<file path="src/rtl/tlb_ctrl.sv">
`default_nettype none
// ============================================================================
//  Module      : tlb_ctrl
//  Description : Sequencer for TLBSRCH / TLBRD / TLBWR / TLBFILL / INVTLB.
//                Accepts one instruction at a time, drives the TLB write,
//                read and invtlb ports, time-shares search port 1 with
//                load/store lookups and returns a one-cycle response pulse.
//  Revision    : 1.0 - initial release
// ============================================================================
module tlb_ctrl #(
  parameter int  TLBNUM    = 16,
  parameter int  MAX_STALL = 8,
  localparam int IDXW      = $clog2(TLBNUM)
) (
  input  logic            clk,
  input  logic            resetn,
  input  logic            req_valid,
  output logic            req_ready,
  input  logic [2:0]      req_op,
  input  logic [4:0]      req_inv_op,
  input  logic [9:0]      req_inv_asid,
  input  logic [18:0]     req_inv_vppn,
  input  logic [IDXW-1:0] csr_index,
  input  logic            csr_ne,
  input  logic [18:0]     csr_vppn,
  input  logic [9:0]      csr_asid,
  input  logic            flush,
  input  logic            mem_lookup_valid,
  output logic            mem_stall,
  output logic            s1_sel,
  output logic [18:0]     s1_vppn_o,
  output logic [9:0]      s1_asid_o,
  input  logic            s1_found,
  input  logic [IDXW-1:0] s1_index,
  output logic            tlb_we,
  output logic [IDXW-1:0] tlb_w_index,
  output logic            tlb_w_e,
  output logic [IDXW-1:0] tlb_r_index,
  output logic            invtlb_valid,
  output logic [4:0]      invtlb_op,
  output logic            rsp_valid,
  output logic [2:0]      rsp_op,
  output logic            rsp_found,
  output logic [IDXW-1:0] rsp_index,
  output logic            rsp_err
);

  localparam int SCW = $clog2(MAX_STALL + 1);

  localparam logic [1:0] c_ST_IDLE = 2'd0;
  localparam logic [1:0] c_ST_EXEC = 2'd1;
  localparam logic [1:0] c_ST_RSP  = 2'd2;

  localparam logic [2:0] c_OP_SRCH = 3'd0;
  localparam logic [2:0] c_OP_RD   = 3'd1;
  localparam logic [2:0] c_OP_WR   = 3'd2;
  localparam logic [2:0] c_OP_FILL = 3'd3;
  localparam logic [2:0] c_OP_INV  = 3'd4;

  localparam logic [SCW-1:0]  c_MAX_STALL = SCW'(MAX_STALL);
  localparam logic [IDXW-1:0] c_FILL_LAST = IDXW'(TLBNUM - 1);

  logic [1:0]      r_state;
  logic [2:0]      r_op;
  logic [4:0]      r_inv_op;
  logic [9:0]      r_inv_asid;
  logic [18:0]     r_inv_vppn;
  logic [IDXW-1:0] r_index;
  logic            r_ne;
  logic [18:0]     r_vppn;
  logic [9:0]      r_asid;
  logic [IDXW-1:0] r_fill_idx;
  logic [IDXW-1:0] r_fill_cnt;
  logic [SCW-1:0]  r_stall_cnt;
  logic            r_found;
  logic [IDXW-1:0] r_hit_index;

  logic w_accept;
  logic w_in_exec;
  logic w_in_rsp;
  logic w_inv_bad;
  logic w_port_op;
  logic w_yield;
  logic w_take;
  logic w_write_op;

  assign w_in_exec  = (r_state == c_ST_EXEC);
  assign w_in_rsp   = (r_state == c_ST_RSP);
  assign req_ready  = (r_state == c_ST_IDLE) && !flush;
  assign w_accept   = req_valid && req_ready;
  assign w_inv_bad  = (r_inv_op > 5'd6);
  // Only SRCH and a legal INVTLB need search port 1
  assign w_port_op  = w_in_exec &&
                      ((r_op == c_OP_SRCH) || ((r_op == c_OP_INV) && !w_inv_bad));
  // Load/store keeps the port until the stall budget is used up
  assign w_yield    = w_port_op && mem_lookup_valid && (r_stall_cnt < c_MAX_STALL);
  assign w_take     = w_port_op && !w_yield;
  assign w_write_op = w_in_exec && ((r_op == c_OP_WR) || (r_op == c_OP_FILL));

  assign s1_sel       = w_take;
  assign mem_stall    = w_take && mem_lookup_valid;
  assign s1_vppn_o    = !w_take ? 19'd0 : ((r_op == c_OP_SRCH) ? r_vppn : r_inv_vppn);
  assign s1_asid_o    = !w_take ? 10'd0 : ((r_op == c_OP_SRCH) ? r_asid : r_inv_asid);
  assign invtlb_valid = w_take && (r_op == c_OP_INV);
  assign invtlb_op    = invtlb_valid ? r_inv_op : 5'd0;

  assign tlb_we      = w_write_op;
  assign tlb_w_index = !w_write_op ? '0 : ((r_op == c_OP_WR) ? r_index : r_fill_idx);
  assign tlb_w_e     = w_write_op && !r_ne;
  assign tlb_r_index = ((w_in_exec || w_in_rsp) && (r_op == c_OP_RD)) ? r_index : '0;

  assign rsp_valid = w_in_rsp;
  assign rsp_op    = w_in_rsp ? r_op : 3'd0;
  assign rsp_found = w_in_rsp && r_found;
  assign rsp_index = w_in_rsp ? r_hit_index : '0;
  assign rsp_err   = w_in_rsp && (r_op == c_OP_INV) && w_inv_bad;

  // Free-running FILL victim counter
  always_ff @(posedge clk) begin
    if (!resetn) begin
      r_fill_cnt <= '0;
    end else if (r_fill_cnt == c_FILL_LAST) begin
      r_fill_cnt <= '0;
    end else begin
      r_fill_cnt <= r_fill_cnt + 1'b1;
    end
  end

  // Sequencer state and port-arbitration stall counter
  always_ff @(posedge clk) begin
    if (!resetn) begin
      r_state     <= c_ST_IDLE;
      r_stall_cnt <= '0;
    end else begin
      case (r_state)
        c_ST_IDLE: begin
          if (w_accept) begin
            r_state <= c_ST_EXEC;
          end
        end
        c_ST_EXEC: begin
          if (w_yield) begin
            if (flush) begin
              r_state     <= c_ST_IDLE;
              r_stall_cnt <= '0;
            end else begin
              r_stall_cnt <= r_stall_cnt + 1'b1;
            end
          end else begin
            r_stall_cnt <= '0;
            r_state     <= c_ST_RSP;
          end
        end
        c_ST_RSP: r_state <= c_ST_IDLE;
        default:  r_state <= c_ST_IDLE;
      endcase
    end
  end

  // Snapshot of the instruction and its CSR operands at acceptance
  always_ff @(posedge clk) begin
    if (!resetn) begin
      r_op       <= '0;
      r_inv_op   <= '0;
      r_inv_asid <= '0;
      r_inv_vppn <= '0;
      r_index    <= '0;
      r_ne       <= 1'b0;
      r_vppn     <= '0;
      r_asid     <= '0;
      r_fill_idx <= '0;
    end else if (w_accept) begin
      r_op       <= req_op;
      r_inv_op   <= req_inv_op;
      r_inv_asid <= req_inv_asid;
      r_inv_vppn <= req_inv_vppn;
      r_index    <= csr_index;
      r_ne       <= csr_ne;
      r_vppn     <= csr_vppn;
      r_asid     <= csr_asid;
      r_fill_idx <= r_fill_cnt;
    end
  end

  // Search result capture; cleared per instruction so non-SRCH ops report 0
  always_ff @(posedge clk) begin
    if (!resetn) begin
      r_found     <= 1'b0;
      r_hit_index <= '0;
    end else if (w_accept) begin
      r_found     <= 1'b0;
      r_hit_index <= '0;
    end else if (w_take && (r_op == c_OP_SRCH)) begin
      r_found     <= s1_found;
      r_hit_index <= s1_index;
    end
  end

endmodule
`default_nettype wire
</file>
<file path="config.mk">
export PLATFORM = sky130hd
export DESIGN_NAME = tlb_ctrl
export DESIGN_NICKNAME = d
export VERILOG_FILES = /design/src/rtl/tlb_ctrl.sv
export SDC_FILE = /design/constraint.sdc
export NUM_CORES = 1
export LEC_CHECK = 0
export BUFFER_PORTS_ARGS = -buffer_cell sky130_fd_sc_hd__buf_2
export CAP_MARGIN = 30
export CORE_MARGIN = 5
export CORE_UTILIZATION = 50
export CTS_CLUSTER_DIAMETER = 150
export DETAILED_ROUTE_END_ITERATION = 7
export PLACE_DENSITY_LB_ADDON = 0.05
export SLEW_MARGIN = 10
export SYNTH_ARGS = -nofsm -noshare
export SYNTH_HDL_FRONTEND = slang
export SYNTH_SLANG_ARGS = --single-unit
</file>
<file path="constraint.sdc">
create_clock -name clk -period 1.95 [get_ports clk]
set_input_delay 0.195 -clock clk [delete_from_list [all_inputs] [get_ports clk]]
set_output_delay 0.195 -clock clk [all_outputs]
set_load 0.005 [all_outputs]
</file>
# ---- Word level (Yosys, flattened, before mapping)
# Index checks and enable logic that the tools add are counted.
dict set report totals {
  register_bits 90
  input_bits 81
  output_inout_bits 58
  word_cells 72
}
dict set report classes {
  n_addsub 2
  n_lt_le_gt_ge 2
  eq_ne 9
  n_mux 16
  bitwise 1
  n_reduce_logical 28
}
# cell n
set ops {}
lappend ops {{19-bit two-way mux} 2}
lappend ops {{4-bit two-way mux} 6}
lappend ops {{10-bit two-way mux} 2}
lappend ops {{1-bit logical AND} 16}
lappend ops {{4-bit by 1-bit adder with 4-bit output, second input constant} 2}
lappend ops {{3-bit by 2-bit == test with 1-bit output, second input constant} 2}
lappend ops {{2-bit two-way mux} 3}
lappend ops {{5-bit by 3-bit > comparator with 1-bit output, second input constant} 1}
lappend ops {{5-bit two-way mux} 1}
lappend ops {{4-bit == test, second input constant} 1}
lappend ops {{1-bit zero test} 4}
lappend ops {{4-bit less-than comparator, second input constant} 1}
lappend ops {{2-bit one-hot mux with 2 select lines} 1}
lappend ops {{2-bit OR reduction} 2}
lappend ops {{3-bit by 1-bit == test with 1-bit output, second input constant} 1}
lappend ops {{3-bit == test, second input constant} 1}
lappend ops {{3-bit zero test} 1}
lappend ops {{1-bit logical OR} 3}
lappend ops {{3-bit two-way mux} 1}
lappend ops {{3-bit inequality test, second input constant} 1}
lappend ops {{2-bit by 1-bit == test with 1-bit output, second input constant} 1}
lappend ops {{2-bit == test, second input constant} 1}
lappend ops {{2-bit zero test} 1}
lappend ops {{2-bit inequality test, second input constant} 1}
lappend ops {{other kinds (2)} 2}

# ---- Depth between registers and ports, before layout
# Gate-level depths: netlist of run 1.
dict set report depth {
  ltp_word 11
  depth_mapped 9
  mapped_depth_nobuf 6
}

# ---- Worst setup path after synthesis of run 1
# No wires, ideal clock.
dict set report synth_timing {
  kind {reg2reg}
  start {reg r_state[1]}
  end {reg r_state[1]}
  setup_time_ns 0.123
  arrival_time_ns 1.588
  required_ns 1.827
  setup_slack_ns 0.239
  path_stages_with_launch 7
  cell_sequence {dfxtp_1 -> inv_1 -> ha_1 -> or3b_1 -> a2111oi_4 -> a21oi_1 -> mux2i_1}
}
dict set report synth_between {
  elab_chain_cells 6
}
# element line
set synth_rtl {}
lappend synth_rtl {{from (decl)} 63} ;# logic [1:0] r_state;
lappend synth_rtl {{from (signal assigned)} 132} ;# r_state <= c_ST_IDLE;
lappend synth_rtl {{from (signal assigned)} 138} ;# r_state <= c_ST_EXEC;
lappend synth_rtl {{from (signal assigned)} 144} ;# r_state <= c_ST_IDLE;
lappend synth_rtl {{2-bit by 1-bit == test with 1-bit output} {87, 135}}
lappend synth_rtl {{1-bit logical AND} 93} ;# assign w_port_op = w_in_exec &&
lappend synth_rtl {{1-bit logical AND (2 in a row)} 96} ;# assign w_yield = w_port_op && mem_lookup_valid && (r_stall_cnt < c_MAX_STALL);
lappend synth_rtl {{2-bit two-way mux / 3-bit inequality test (equally long branches)} --}
lappend synth_rtl {{2-bit one-hot mux with 2 select lines / 2-bit AND reduction (equally long branches)} --}
# Several ways; a longest one is shown, not always the timed one.
# A chain may end at the register's enable or synchronous reset.

# ---- Worst setup path after layout of run 1
dict set report layout_timing {
  start {reg r_state[1]}
  end {out s1_asid_o[6]}
}
dict set report layout_between {
  elab_chain_cells 7
}
# element line
set layout_rtl {}
lappend layout_rtl {{2-bit by 1-bit == test with 1-bit output (*)} 87} ;# assign w_in_exec = (r_state == c_ST_EXEC);
lappend layout_rtl {{1-bit logical AND (*)} 93}
lappend layout_rtl {{1-bit logical AND (2 in a row)} 96}
lappend layout_rtl {{1-bit zero test} 97} ;# assign w_take = w_port_op && !w_yield;
lappend layout_rtl {{1-bit logical AND (*)} 97}
lappend layout_rtl {{10-bit two-way mux (*)} 103} ;# assign s1_asid_o = !w_take ? 10'd0 : ((r_op == c_OP_SRCH) ? r_asid : r_inv_asid);
lappend layout_rtl {{to (decl)} 32} ;# output logic [9:0] s1_asid_o,
# Mark *: on every way between the ends. The rest lies on a longest branch, timed or not.

==> results of run 1 <==
## where the power goes
group | internal [W] | total (W) | switching, W
registers | 0.00193 | 0.00198 | 0.0000580
clock network | 0.000846 | 0.00147 | 0.000626
logic | 0.000246 | 0.000561 | 0.000314
## stage by stage
step	hold WS (ns)	setup slack, ns	setup TNS [ns]
2_1_floorplan	0.339	0.239	0
3_3_place_gp	0.435	0.166	0
3_5_place_dp	0.447	0.0776	0
4_1_cts	0.0740	-0.0430	-0.634
5_1_grt	0.0768	-0.105	-2.38
6_report	0.0880	-0.0336	-0.155
## worst max-delay path: stages, from the launching register on
cell and delay [ns]:
dfxtp_2 0.33, inv_2 0.07, ha_4 0.14, nor3b_4 0.24, nand3_4 0.16, clkbuf_16 0.23, a21oi_1 0.13, buf_2 0.13
## kinds of logic after synthesis
family / Yosys count / share of synthesized area, %
other: 1 / 0.0916
and+or+nand+nor: 270 / 27.1
buffers and inverters: 45 / 4.61
adders and majority gates: 5 / 1.53
AOI/OAI and AO/OA: 115 / 19.7
xor gates and xnor gates: 1 / 0.214
muxes: 11 / 2.69
DFF: 90 / 44.0
## path summary, 6_finish.rpt
check | to | cells after the start | slack, ns | start
setup / recovery | s1_asid_o[6] | 7 | -0.03 | r_state[1]$_SDFFE_PN0P_
hold reg to reg | r_vppn[13]$_SDFFE_PN0P_ | 2 | 0.47 | r_vppn[13]$_SDFFE_PN0P_
hold / removal | r_inv_vppn[13]$_SDFFE_PN0P_ | 3 | 0.09 | req_inv_vppn[13]
setup reg to reg | r_state[0]$_SDFFE_PN0P_ | 7 | -0.01 | r_state[1]$_SDFFE_PN0P_
## state kept, by name, indices dropped and copies added, names as in the netlist
| signal | count |
|---|---|
| r_index | 4 |
| r_op | 3 |
| r_ne | 1 |
| r_state | 2 |
| r_found | 1 |
| r_hit_index | 4 |
| r_stall_cnt | 4 |
| r_inv_vppn | 19 |
| r_fill_cnt | 4 |
| r_inv_op | 5 |
| r_fill_idx | 4 |
| r_inv_asid | 10 |
| r_vppn | 19 |
| r_asid | 10 |
## cells in the mapped netlist, types with 3 or more instances
cell type | instances | area (sq um)
and3_1 | 6 | 37.5
nand3_1 | 6 | 30.0
nand2_1 | 218 | 818
nor2_1 | 13 | 48.8
mux2i_1 | 11 | 110
and2_1 | 15 | 93.8
buf_1 | 3 | 11.3
dfxtp_1 | 90 | 1800
inv_1 | 6 | 22.5
ha_1 | 5 | 62.6
nor2b_1 | 5 | 31.3
a21oi_1 | 31 | 155
buf_2 | 10 | 50.1
a21boi_0 | 76 | 571
clkbuf_1 | 24 | 90.1
## layout make-up
| cell class | instances | area, sq um |
|---|---|---|
| Clock buffer | 10 | 128 |
| Clock inverter | 5 | 104 |
| Fill cell | 755 | 2710 |
| Inverter | 6 | 22.5 |
| Multi-Input combinational cell | 404 | 2260 |
| Sequential cell | 90 | 1810 |
| Tap cell | 105 | 131 |
| Timing Repair Buffer | 155 | 933 |
## repair_timing
item	in CTS	in global routing
endpoints found under the setup margin	38	43
resized for setup	5	34
pin swaps	1	2
endpoints found under the hold margin	0	0
setup buffers	1	3
gates cloned	0	2
## routing by layer
layer / vias to the layer above / share of wire, % / wire, microns / GRT usage [%]
li1: 1989 / - / - / -
met5: - / 0 / 0 / 0
met2: 108 / 48 / 5210 / 34.7
met3: 11 / 6.1 / 661 / 4.08
met4: 0 / 1.2 / 132 / 7.05
met1: 1749 / 44 / 4770 / 26.6
==> results.toml, run 1 <==
[logic_synthesis]
synth_enable_flop_cells = 0
ys_seq_area_share_pct = 44.0
yosysWarnings = 0
synth_ff_type = "dfxtp_1"
syn_area_sq_um = 4090
synth_seq_cells = 90
netlist_instances = 538
synth_cell_types = 32
synthArstFlopShare_pct = 0
synth.avg_cell_area_sq_um = 7.61

[floorplanning]
dieArea_sq_um = 10100
start_util_pct = 50.6
fp.coreArea_sq_um = 8090
die_y_microns = 100
die_x_microns = 100
rows = 33
num_io_pins = 139

[timing]
rsz0062_at_grt = "true"
layout_setup_ws_ns = -0.0336
period_share_pct = 102
min_period_ns = 1.98
hold_violations = 0
finalSetupViolations = 12
slew_violations = 0
max_freq_ghz = 0.504
finClkSkew_ns = 0.0102

[critical_path]
cp_data_required_time_ns = 1.75
crit_type = "reg2out"
start_kind = "flip-flop"
critPathCaptureType = "output pin"
crit_fanout = 15
cp.arrival_ns = 1.79

[global_routing]
grt_pass1_vias = 3840
antenna_found_initial = 0
track_usage_pct = 20.7
grt_pass1_wl_microns = 17100
gr-total-overflow = 0
grt_max_degree = 60

[placement]
placed_cells = 754
dp_hpwl_microns = 7220
placement.io_buffers = 136
dpl_cell_area_sq_um = 4920
place.gp.congestion = 0.871

[routing]
via_per_inst = 4.98
routed_wl_microns = 10800
drc = 0
routedWlPerCell_microns = 13.9
vias = 3857
drtPass1Iterations = 4
drtAntennaViolNets = 0
drt-initial-drc-count = 127

[final_layout]
layout_common_cells = "nand2_1 (216), buf_2 (136), dfxtp_1 (85), a21boi_0 (76), a21oi_2 (18)"
diodes = 0
design_area_sq_um = 5390
layout-drive-gt1-share_pct = 30.7
area_growth_syn_to_layout_pct = 31.6
fin_cells = 775
finish.utilization_pct = 66.6
final_common_cell = "nand2_1"
nNetsFinal = 752

[job]
cap_viol_max_count = 0

[clocking]
h-tree-depth = 3
cts_tree = "built"
holdBufCountCts = 0
cts.path.max_buffers = 2
cts_root_buffer = "clkbuf_8"
clock_sinks = 90
clock_latency_ns = 0.34
clk_transition_reported_paths_ns = 0.09
numCtsBuffers = 9

[power_and_ir_drop]
powerDensity_nw_per_um2 = 746
finalPower_w = 0.00402
power_leakage_nw = 2.27
vdd_ir_drop_max_v = 0.000378

[status]
run_status = "finished with violations"
violations = "setup timing"

[worst_hold_path]
worst_hold_path_type = "in2reg"
Note: power is estimated with default switching activity, not from simulation.
==> run 2: changes to the inputs <==
--- a/config.mk
+++ b/config.mk
@@ -5,11 +5,12 @@
 export SDC_FILE = /design/constraint.sdc
 export NUM_CORES = 1
 export LEC_CHECK = 0
+export ABC_AREA = 1
 export BUFFER_PORTS_ARGS = -buffer_cell sky130_fd_sc_hd__buf_2
 export CAP_MARGIN = 30
 export CORE_MARGIN = 5
-export CORE_UTILIZATION = 50
-export CTS_CLUSTER_DIAMETER = 150
+export CORE_UTILIZATION = 46
+export CTS_CLUSTER_DIAMETER = 200
 export DETAILED_ROUTE_END_ITERATION = 7
 export PLACE_DENSITY_LB_ADDON = 0.05
 export SLEW_MARGIN = 10
==> constraint.sdc (replaced) <==
create_clock -name clk -period 1.7 [get_ports clk]
set_input_delay 0.17 -clock clk [delete_from_list [all_inputs] [get_ports clk]]
set_output_delay 0.17 -clock clk [all_outputs]
set_load 0.005 [all_outputs]
==> results.toml, run 2 <==
[floorplanning]
die_y_microns = 105
dieArea_sq_um = 11000
start_util_pct = 47.4
num_io_pins = 139
die_x_microns = 105
rows = 34
fp.coreArea_sq_um = 8760

[critical_path]
reg2reg_setup_slack_ns = 0.04
start_kind = "flip-flop"
critPathCapture = "s1_vppn_o[18]"
reg2reg_depth = 10
startpoint = "r_state[1]$_SDFFE_PN0P_"
cp_data_required_time_ns = 1.53
crit_type = "reg2out"
crit_fanout = 8
critPathCaptureType = "output pin"
r2r-end = "r_inv_asid[6]$_SDFFE_PN0P_"
cp.arrival_ns = 1.72
reg2reg_from = "r_state[0]$_SDFFE_PN0P_"

[placement]
placed_cells = 790
place.gp.congestion = 0.843
dp_slack_ns = -0.0339
dp_hpwl_microns = 7940
placement.io_buffers = 136

[final_layout]
finish.utilization_pct = 62.9
fin_cells = 825
layout-drive-gt1-share_pct = 35.3
fill_cells = 836
area_growth_syn_to_layout_pct = 32.6
diodes = 0
top_regs = "r_inv_vppn: 19 flops, r_vppn: 19 flops"
layout_common_cells = "nand2_1 (205), buf_2 (136), a21oi_1 (91), dfxtp_1 (83), inv_1 (33)"
nNetsFinal = 799
final_common_cell = "nand2_1"

[job]
cap_viol_max_count = 0

[timing]
hold_violations = 0
hold_ws_ns = 0.0439
layout_setup_ws_ns = -0.188
period_share_pct = 111
tns_ns = -5.38
finalSetupViolations = 43
finClkSkew_ns = 0.0116
slew_violations = 0
min_period_ns = 1.89
max_freq_ghz = 0.530
rsz0062_at_grt = "true"

[logic_synthesis]
synthArstFlopShare_pct = 0
netlist_instances = 570
synth_top_area_share_pct = 43.4
yosysWarnings = 0
syn_area_sq_um = 4150
synth_enable_flop_cells = 0
synth_ff_type = "dfxtp_1"
synth_seq_cells = 90
synthMostInstantiatedCell = "nand2_1"
ys_seq_area_share_pct = 43.4
synth.avg_cell_area_sq_um = 7.29
ys_top_cells_by_area = "dfxtp_1 (43%), nand2_1 (19%), a21oi_1 (11%)"
synth_cell_types = 27
synth_largest_area_cell = "dfxtp_1"
synthTopCellsByCount = "nand2_1 (212), a21oi_1 (91), dfxtp_1 (90)"

[global_routing]
gr-total-overflow = 0
grt_max_degree = 41
grt_pass1_wl_microns = 18500
antenna_found_initial = 0
track_usage_pct = 20.0
grt_pass1_vias = 3913
grt_use_met3_pct = 3.27
grtUsageMet2_pct = 33.5
busiest_layer = "met2"
use_met1_pct = 26.4

[clocking]
clock_sinks = 90
clk_transition_reported_paths_ns = 0.10
cts.path.max_buffers = 2
holdBufCountCts = 0
numCtsBuffers = 9
clock_latency_ns = 0.36
cts_root_buffer = "clkbuf_8"
cts_tree = "built"
h-tree-depth = 3

[power_and_ir_drop]
powerDensity_nw_per_um2 = 916
power_leakage_nw = 2.40
vdd_ir_drop_max_v = 0.000418

[routing]
drtAntennaViolNets = 0
drtPass1Iterations = 5
drc = 0
routed_wl_microns = 12200
via_per_inst = 5.00
routedWlPerCell_microns = 14.8
drt-initial-drc-count = 187
vias = 4128

[status]
run_status = "finished with violations"
violations = "setup timing"

[worst_hold_path]
worst_hold_path_type = "in2reg"
==> run 2: report_power, final <==
part | internal, W | switching [W] | total, W
logic | 0.000604 | 0.000763 | 0.00137
clock network | 0.000529 | 0.000789 | 0.00132
registers | 0.00227 | 0.0000939 | 0.00236
==> run 2: critical path, stage by stage, from the launching register on <==
cell and delay, ns:
dfxtp_2 0.34, inv_2 0.07, ha_4 0.15, inv_6 0.05
nor2_8 0.09, nand2_4 0.07, nor2_8 0.10, buf_12 0.16
inv_12 0.06, a21oi_4 0.13, buf_2 0.14
==> run 2: worst min-delay path by stage <==
stage | startpoint | to | slack [ns] | cells past startpoint
2_1_floorplan | csr_asid[9] | r_asid[9]$_SDFFE_PN0P_ | 0.31 | 2
3_3_place_gp | req_inv_vppn[11] | r_inv_vppn[11]$_SDFFE_PN0P_ | 0.42 | 3
3_5_place_dp | csr_ne | r_ne$_SDFFE_PN0P_ | 0.42 | 3
4_1_cts | csr_ne | r_ne$_SDFFE_PN0P_ | 0.03 | 3
5_1_grt | csr_ne | r_ne$_SDFFE_PN0P_ | 0.05 | 3
6_report | csr_ne | r_ne$_SDFFE_PN0P_ | 0.04 | 3
==> run 2: kinds of logic (layout without fill, tap and decap cells) <==
kind of cell,count (synthesis),in the layout,synth area share [%]
xor+xnor,1,1,0.211
fa+ha+maj,5,5,1.51
simple gates,252,252,25.0
buf+inv,80,226,10.1
compound gates,141,141,19.7
other cells,1,2,0.0903
flops,90,90,43.4
==> run 2: timing repair <==
action | 4_1_cts | 5_1_grt
cloned | 2 | 5
setup buffers | 8 | 5
gates resized for setup | 19 | 31
setup endpoints to repair | 43 | 56
pin swaps | 7 | 10
==> run 2: metal layers <==
metal | share of wire, % | up-vias
met5 | 0 | -
li1 | - | 2085
met2 | 50 | 122
met3 | 5.0 | 10
met4 | 0.90 | 0
met1 | 44 | 1911
==> run 2: cell type report <==
type	instances	area, sq um	area share (%)
timing repair inverter	2	27.5	0.500
multi-input combinational	401	2040	37.0
clock inverter	6	42.5	0.772
sequential	90	1820	33.0
timing repair buffer	166	1120	20.4
clock buffer	9	124	2.25
inverter	43	199	3.61
tap	108	135	2.45
==> run 2: per-stage QoR <==
stage	power, W	instance area [sq um]
2_1_floorplan	0.00307	4160
3_3_place_gp	0.00339	4920
3_5_place_dp	0.00340	4920
4_1_cts	0.00478	5250
5_1_grt	0.00528	5510
6_report	0.00505	5510
